### config.mk
export PLATFORM = sky130hd
export DESIGN_NAME = multicycle_control_flat
export DESIGN_NICKNAME = d
export VERILOG_FILES = /design/src/rtl/multicycle_control_if.sv /design/src/rtl/multicycle_control.sv /design/src/flat_wrapper.sv
export SDC_FILE = /design/constraint.sdc
export NUM_CORES = 1
export LEC_CHECK = 0
export BUFFER_PORTS_ARGS = -buffer_cell sky130_fd_sc_hd__buf_2
export CORE_AREA = 10 10 47 49
export DETAILED_ROUTE_END_ITERATION = 10
export DIE_AREA = 0 0 57 59
export GPL_TIMING_DRIVEN = 0
export SETUP_SLACK_MARGIN = 0.15
export SLEW_MARGIN = 20
export SYNTH_ARGS = -nofsm -noshare
export SYNTH_HDL_FRONTEND = slang
export SYNTH_SLANG_ARGS = --single-unit
### constraint.sdc
create_clock -name clk -period 3.1 [get_ports clk]
set_clock_uncertainty 0.05 [all_clocks]
set_input_delay 0.62 -clock clk [delete_from_list [all_inputs] [get_ports clk]]
set_output_delay 0.62 -clock clk [all_outputs]
set_load 0.05 [all_outputs]
### src/rtl/multicycle_control_if.sv
`default_nettype none
// ============================================================================
//  Module      : multicycle_control_if
//  Description : Control bundle between the multicycle MIPS control unit and
//                its datapath. The control unit is the master: it receives
//                the IR opcode and the ALU zero flag and drives every
//                datapath control.
//  Revision    : 1.0  initial release
// ============================================================================
interface multicycle_control_if;
    logic [5:0] opcode;
    logic       zero;
    logic [3:0] state;
    logic       pcen;
    logic       PCWrite;
    logic       PCWriteCond;
    logic       IorD;
    logic       MemRead;
    logic       MemWrite;
    logic       IRWrite;
    logic       MemtoReg;
    logic       RegDst;
    logic       RegWrite;
    logic       ALUSrcA;
    logic [1:0] ALUSrcB;
    logic [1:0] ALUOp;
    logic [1:0] PCSource;

    // Control unit side
    modport master (
        input  opcode, zero,
        output state, pcen, PCWrite, PCWriteCond, IorD, MemRead, MemWrite,
               IRWrite, MemtoReg, RegDst, RegWrite, ALUSrcA, ALUSrcB, ALUOp,
               PCSource
    );

    // Datapath side
    modport slave (
        output opcode, zero,
        input  state, pcen, PCWrite, PCWriteCond, IorD, MemRead, MemWrite,
               IRWrite, MemtoReg, RegDst, RegWrite, ALUSrcA, ALUSrcB, ALUOp,
               PCSource
    );
endinterface
`default_nettype wire

### src/rtl/multicycle_control.sv
`default_nettype none
// ============================================================================
//  Module      : multicycle_control
//  Description : Moore-style control FSM for a multicycle MIPS datapath.
//                Sequences fetch / decode / execute / memory / write-back
//                and drives all datapath controls from the state register.
//                Optional macro MC_ADDI_EN adds the addi path
//                (ADDIEX -> ADDIWB); without it opcode 001000 is illegal.
//  Revision    : 1.0  initial release
// ============================================================================
module multicycle_control (
    input  wire logic            clk,
    input  wire logic            clr,
    multicycle_control_if.master bus
);

    typedef enum logic [3:0] {
        FETCH  = 4'd0,
        DECODE = 4'd1,
        MEMADR = 4'd2,
        MEMRD  = 4'd3,
        MEMWB  = 4'd4,
        MEMWR  = 4'd5,
        EXEC   = 4'd6,
        RCOMP  = 4'd7,
        BRANCH = 4'd8,
`ifdef MC_ADDI_EN
        JUMP   = 4'd9,
        ADDIEX = 4'd10,
        ADDIWB = 4'd11
`else
        JUMP   = 4'd9
`endif
    } state_t;

    localparam logic [5:0] c_OP_LW    = 6'b100011;
    localparam logic [5:0] c_OP_SW    = 6'b101011;
    localparam logic [5:0] c_OP_RTYPE = 6'b000000;
    localparam logic [5:0] c_OP_BEQ   = 6'b000100;
    localparam logic [5:0] c_OP_J     = 6'b000010;
`ifdef MC_ADDI_EN
    localparam logic [5:0] c_OP_ADDI  = 6'b001000;
`endif

    state_t     r_state;
    state_t     w_next;

    logic       w_pc_write;
    logic       w_pc_write_cond;
    logic       w_iord;
    logic       w_mem_read;
    logic       w_mem_write;
    logic       w_ir_write;
    logic       w_mem_to_reg;
    logic       w_reg_dst;
    logic       w_reg_write;
    logic       w_alu_src_a;
    logic [1:0] w_alu_src_b;
    logic [1:0] w_alu_op;
    logic [1:0] w_pc_source;

    // State register; clr abandons any partial instruction and restarts fetch
    always_ff @(posedge clk) begin
        if (clr) begin
            r_state <= FETCH;
        end else begin
            r_state <= w_next;
        end
    end

    // Next-state logic; opcode matters only in DECODE and MEMADR
    always_comb begin
        w_next = FETCH;
        case (r_state)
            FETCH:  w_next = DECODE;
            DECODE: begin
                case (bus.opcode)
                    c_OP_LW,
                    c_OP_SW:    w_next = MEMADR;
                    c_OP_RTYPE: w_next = EXEC;
                    c_OP_BEQ:   w_next = BRANCH;
                    c_OP_J:     w_next = JUMP;
`ifdef MC_ADDI_EN
                    c_OP_ADDI:  w_next = ADDIEX;
`endif
                    default:    w_next = FETCH;   // illegal opcode is a no-op
                endcase
            end
            MEMADR: w_next = (bus.opcode == c_OP_SW) ? MEMWR : MEMRD;
            MEMRD:  w_next = MEMWB;
            EXEC:   w_next = RCOMP;
`ifdef MC_ADDI_EN
            ADDIEX: w_next = ADDIWB;
`endif
            default: w_next = FETCH;              // MEMWB, MEMWR, RCOMP, BRANCH, JUMP, ADDIWB
        endcase
    end

    // Moore output decode from the state register alone
    always_comb begin
        w_pc_write      = 1'b0;
        w_pc_write_cond = 1'b0;
        w_iord          = 1'b0;
        w_mem_read      = 1'b0;
        w_mem_write     = 1'b0;
        w_ir_write      = 1'b0;
        w_mem_to_reg    = 1'b0;
        w_reg_dst       = 1'b0;
        w_reg_write     = 1'b0;
        w_alu_src_a     = 1'b0;
        w_alu_src_b     = 2'b00;
        w_alu_op        = 2'b00;
        w_pc_source     = 2'b00;
        case (r_state)
            FETCH: begin
                w_mem_read  = 1'b1;
                w_ir_write  = 1'b1;
                w_pc_write  = 1'b1;
                w_alu_src_b = 2'b01;
            end
            DECODE: w_alu_src_b = 2'b11;
            MEMADR: begin
                w_alu_src_a = 1'b1;
                w_alu_src_b = 2'b10;
            end
            MEMRD: begin
                w_mem_read = 1'b1;
                w_iord     = 1'b1;
            end
            MEMWB: begin
                w_reg_write  = 1'b1;
                w_mem_to_reg = 1'b1;
            end
            MEMWR: begin
                w_mem_write = 1'b1;
                w_iord      = 1'b1;
            end
            EXEC: begin
                w_alu_src_a = 1'b1;
                w_alu_op    = 2'b10;
            end
            RCOMP: begin
                w_reg_write = 1'b1;
                w_reg_dst   = 1'b1;
            end
            BRANCH: begin
                w_alu_src_a     = 1'b1;
                w_alu_op        = 2'b01;
                w_pc_write_cond = 1'b1;
                w_pc_source     = 2'b01;
            end
            JUMP: begin
                w_pc_write  = 1'b1;
                w_pc_source = 2'b10;
            end
`ifdef MC_ADDI_EN
            ADDIEX: begin
                w_alu_src_a = 1'b1;
                w_alu_src_b = 2'b10;
            end
            ADDIWB: w_reg_write = 1'b1;
`endif
            default: ;
        endcase
    end

    // Write strobes are suppressed while clr is high so nothing is
    // committed from a state that is about to be discarded.
    assign bus.state       = r_state;
    assign bus.PCWrite     = w_pc_write      & ~clr;
    assign bus.PCWriteCond = w_pc_write_cond & ~clr;
    assign bus.IRWrite     = w_ir_write      & ~clr;
    assign bus.MemWrite    = w_mem_write     & ~clr;
    assign bus.RegWrite    = w_reg_write     & ~clr;
    assign bus.pcen        = (w_pc_write | (w_pc_write_cond & bus.zero)) & ~clr;
    assign bus.IorD        = w_iord;
    assign bus.MemRead     = w_mem_read;
    assign bus.MemtoReg    = w_mem_to_reg;
    assign bus.RegDst      = w_reg_dst;
    assign bus.ALUSrcA     = w_alu_src_a;
    assign bus.ALUSrcB     = w_alu_src_b;
    assign bus.ALUOp       = w_alu_op;
    assign bus.PCSource    = w_pc_source;

endmodule
`default_nettype wire

### src/flat_wrapper.sv
// flat-port wrapper written by rule: the top's interface ports become plain ports
module multicycle_control_flat 
  (clk, clr, bus_opcode, bus_zero, bus_state, bus_pcen, bus_PCWrite, bus_PCWriteCond, bus_IorD, bus_MemRead, bus_MemWrite, bus_IRWrite, bus_MemtoReg, bus_RegDst, bus_RegWrite, bus_ALUSrcA, bus_ALUSrcB, bus_ALUOp, bus_PCSource);
  multicycle_control_if bus_i ();
  input  wire logic clk;
  input  wire logic clr;
  input wire logic [$bits(bus_i.opcode)-1:0] bus_opcode;
  input wire logic [$bits(bus_i.zero)-1:0] bus_zero;
  output wire logic [$bits(bus_i.state)-1:0] bus_state;
  output wire logic [$bits(bus_i.pcen)-1:0] bus_pcen;
  output wire logic [$bits(bus_i.PCWrite)-1:0] bus_PCWrite;
  output wire logic [$bits(bus_i.PCWriteCond)-1:0] bus_PCWriteCond;
  output wire logic [$bits(bus_i.IorD)-1:0] bus_IorD;
  output wire logic [$bits(bus_i.MemRead)-1:0] bus_MemRead;
  output wire logic [$bits(bus_i.MemWrite)-1:0] bus_MemWrite;
  output wire logic [$bits(bus_i.IRWrite)-1:0] bus_IRWrite;
  output wire logic [$bits(bus_i.MemtoReg)-1:0] bus_MemtoReg;
  output wire logic [$bits(bus_i.RegDst)-1:0] bus_RegDst;
  output wire logic [$bits(bus_i.RegWrite)-1:0] bus_RegWrite;
  output wire logic [$bits(bus_i.ALUSrcA)-1:0] bus_ALUSrcA;
  output wire logic [$bits(bus_i.ALUSrcB)-1:0] bus_ALUSrcB;
  output wire logic [$bits(bus_i.ALUOp)-1:0] bus_ALUOp;
  output wire logic [$bits(bus_i.PCSource)-1:0] bus_PCSource;
  assign bus_i.opcode = bus_opcode;
  assign bus_i.zero = bus_zero;
  assign bus_state = bus_i.state;
  assign bus_pcen = bus_i.pcen;
  assign bus_PCWrite = bus_i.PCWrite;
  assign bus_PCWriteCond = bus_i.PCWriteCond;
  assign bus_IorD = bus_i.IorD;
  assign bus_MemRead = bus_i.MemRead;
  assign bus_MemWrite = bus_i.MemWrite;
  assign bus_IRWrite = bus_i.IRWrite;
  assign bus_MemtoReg = bus_i.MemtoReg;
  assign bus_RegDst = bus_i.RegDst;
  assign bus_RegWrite = bus_i.RegWrite;
  assign bus_ALUSrcA = bus_i.ALUSrcA;
  assign bus_ALUSrcB = bus_i.ALUSrcB;
  assign bus_ALUOp = bus_i.ALUOp;
  assign bus_PCSource = bus_i.PCSource;
  multicycle_control u_core (.clk(clk), .clr(clr), .bus(bus_i));
endmodule
==> impl_metrics.sql <==
INSERT INTO impl_metrics (metric_group, metric, value, unit) VALUES
('clock_tree', 'cts_root_buffer', 'clkbuf_4', ''),
('clock_tree', 'cts_made_buffers', '3', ''),
('min_path', 'timing.hold.worst_path_depth', '2', ''),
('sta', 'timing.fmax', '0.401', 'GHz'),
('worst_setup_path', 'slowest_stage', 'or4_1', ''),
('floorplanning', 'placementRows', '14', ''),
('placement', 'numPortBuffers', '29', ''),
('worst_setup_path', 'cp_data_required_time', '2.43', 'ns'),
('clock_tree', 'h-tree-depth', '1', ''),
('worst_setup_path', 'arrival', '1.82', 'ns'),
('grt', 'grt_max_degree', '11', ''),
('grt', 'wire_length_of_the_first_global_routing_pass', '2.24', 'mm'),
('synthesis', 'post_synth.cell_area_avg', '7.13', 'sq um'),
('synthesis', 'synthesized_flop_and_latch_total', '4', ''),
('sta', 'worstMarginPinSlew', '0.460', 'ns'),
('power_and_ir_drop', 'power.sequential.fraction', '29.9', '%'),
('sta', 'timing.final.crit_period', '2.49', 'ns'),
('placement', 'post-dp-hpwl', '1.11', 'mm'),
('worst_setup_path', 'timing.reg2reg.worst_path_depth', '4', ''),
('placement', 'gp_congestion', '0.809', ''),
('sta', 'final_total_negative_setup_slack', '0', 'ns'),
('synthesis', 'mappedNetlistArea', '378', 'sq um'),
('min_path', 'whs_endpoint', 'u_core.bus.state[3]', ''),
('power_and_ir_drop', 'switchingPower', '69.5', 'uW'),
('floorplanning', 'full_die_area', '3360', 'sq um'),
('finish', 'final_design_area_no_fill', '581', 'sq um'),
('synthesis', 'asyncSetResetFlopFracSynth', '0', '%'),
('worst_setup_path', 'timing.reg2reg.setup_slack', '1.76', 'ns'),
('min_path', 'hp-class', 'in2reg', ''),
('power_and_ir_drop', 'pwr_density_cell', '317', 'nW/um^2'),
('outcome', 'run_status', 'finished clean', ''),
('synthesis', 'yosysUniqueCellTypes', '27', ''),
('sta', 'finalWorstSetupSlack', '0.607', 'ns'),
('clock_tree', 'clkTransAtPathRegs', '0.03', 'ns'),
('floorplanning', 'core_area', '1400', 'sq um'),
('power_and_ir_drop', 'power_report.internal_total', '115', 'uW'),
('detailed_routing', 'drt_first_pass_iters', '4', ''),
('synthesis', 'net_count_after_synthesis', '62', ''),
('synthesis', 'total_number_of_yosys_warnings', '0', ''),
('worst_setup_path', 'crit-reg2reg-launch', 'u_core.bus.state[3]', ''),
('clock_tree', 'tritoncts_clock_tree', 'yes', ''),
('floorplanning', 'ports_placed_on_the_boundary', '30', ''),
('power_and_ir_drop', 'pwr-share-comb', '36.1', '%'),
('min_path', 'worstHoldStart', 'clr', ''),
('run', 'cap_viol_max_count', '0', ''),
('synthesis', 'synth_edf_count', '0', ''),
('grt', 'global_route.overflow_total', '0', ''),
('finish', 'layout-drive-gt1-share', '44.7', '%'),
('placement', 'pre_cts_ws', '0.692', 'ns'),
('grt', 'grtUsageTotal', '7.88', '%'),
('clock_tree', 'postCtsSetupRepairBufs', '0', ''),
('worst_setup_path', 'worst_setup_path_end_kind', 'output pin', ''),
('clock_tree', 'worstSkewPairLatency', '0.23', 'ns'),
('finish', 'diodes', '0', ''),
('grt', 'grt_pass1_vias', '505', ''),
('clock_tree', 'cts-hold-fix-buffers', '0', ''),
('power_and_ir_drop', 'power.share.clock', '34.0', '%'),
('power_and_ir_drop', 'power_leakage', '0.000283', 'uW'),
('floorplanning', 'die_y', '59', 'um'),
('clock_tree', 'cts_num_sinks', '4', ''),
('power_and_ir_drop', 'ir_drop', '339', 'uV'),
('floorplanning', 'initial_utilization', '27.0', '%'),
('sta', 'max-slew-margin-rel', '69.3', '%'),
('detailed_routing', 'viasPerCell', '5.11', ''),
('worst_setup_path', 'cp_cell_sequence', 'clkbuf_1 > or4_1 > o31ai_1 > buf_2', ''),
('synthesis', 'cell_types_occupying_the_most_area_after_synthesis', 'dfxtp_1, nand2b_1, nor3_1', ''),
('finish', 'final_net_count', '96', ''),
('synthesis', 'synthMostInstantiatedCell', 'nor2_1', ''),
('finish', 'area_delta_synth_final', '53.6', '%'),
('sta', 'timing_max_transition_violations_final', '0', ''),
('worst_setup_path', 'timing.critical_path.fanout_max', '10', '');
## metal layers
layer / vias to the layer above / global-route usage (%) / wire length [um]
li1: 263 / - / -
met5: - / 0 / 0
met3: 0 / 6.01 / 190
met2: 25 / 11.2 / 571
met4: 0 / 1.68 / 0
met1: 228 / 9.20 / 608
## worst max-delay path, delay by kind of cell, from the launching register on
family	cells	cell delay [ns]
buffers and inverters	2	0.54
AOI/OAI and AO/OA	1	0.10
and+or+nand+nor	1	0.62
DFF	1	0.33
## cell usage in the layout, fill, tap and decap left out, types with 3 or more instances in the layout
| cell | Yosys | layout |
|---|---|---|
| a21oi_1 | 3 | 3 |
| clkbuf_4 | 0 | 3 |
| nor2_1 | 8 | 8 |
| dfxtp_1 | 4 | 4 |
| nor3_1 | 6 | 5 |
| nand2b_1 | 5 | 5 |
| buf_2 | 1 | 30 |
## kinds of logic (layout without fill, tap and decap cells)
family                 Yosys count  after routing  share of synthesized area [%]
flip-flops                       4              4                           21.2
multiplexers                     1              1                           2.98
AND/OR/NAND/NOR                 33             33                           49.3
buffers and inverters            3             35                           3.31
XOR/XNOR                         2              2                           4.64
AO/OA/AOI/OAI                   10             10                           18.5
## through the flow
stage / power, uW / hold WS, ns / utilization (%) / cells
2_1_floorplan: 103 / 0.647 / - / 53
3_3_place_gp: 122 / 0.626 / 39.8 / 98
3_5_place_dp: 123 / 0.622 / 39.8 / 98
4_1_cts: 188 / 0.636 / 41.4 / 101
5_1_grt: 200 / 0.655 / 41.4 / 101
6_report: 184 / 0.642 / 41.4 / 101
## power groups by stage
stage	Combinational, uW	Sequential, uW	Clock (uW)
after detailed placement	67.4	55.7	0
after global placement	66.5	55.7	0
after global routing	71.8	55.0	73.0
after CTS	67.5	54.9	65.9
final	66.6	55.0	62.7
after floorplan	42.8	60.3	0
## cell type report
type | instances | area [sq um]
fill | 172 | 821
buffer | 2 | 8.76
tap | 16 | 20.0
sequential | 4 | 80.1
clock buffer | 3 | 22.5
timing repair buffer | 29 | 145
multi-input combinational | 46 | 300
inverter | 1 | 3.75
## worst max-delay path by stage
stage | slack (ns) | from | depth (start not counted) | to
after floorplan | 0.11 | u_core.bus.state[3] | 4 | bus_pcen
after global placement | 0.71 | clr | 4 | bus_PCWrite
after detailed placement | 0.69 | clr | 4 | bus_PCWrite
after CTS | 0.58 | u_core.bus.state[0] | 4 | bus_PCWrite
after global routing | 0.48 | u_core.bus.state[0] | 4 | bus_PCWrite
final | 0.61 | u_core.bus.state[0] | 4 | bus_PCWrite
Note: power is estimated with default switching activity, not from simulation.
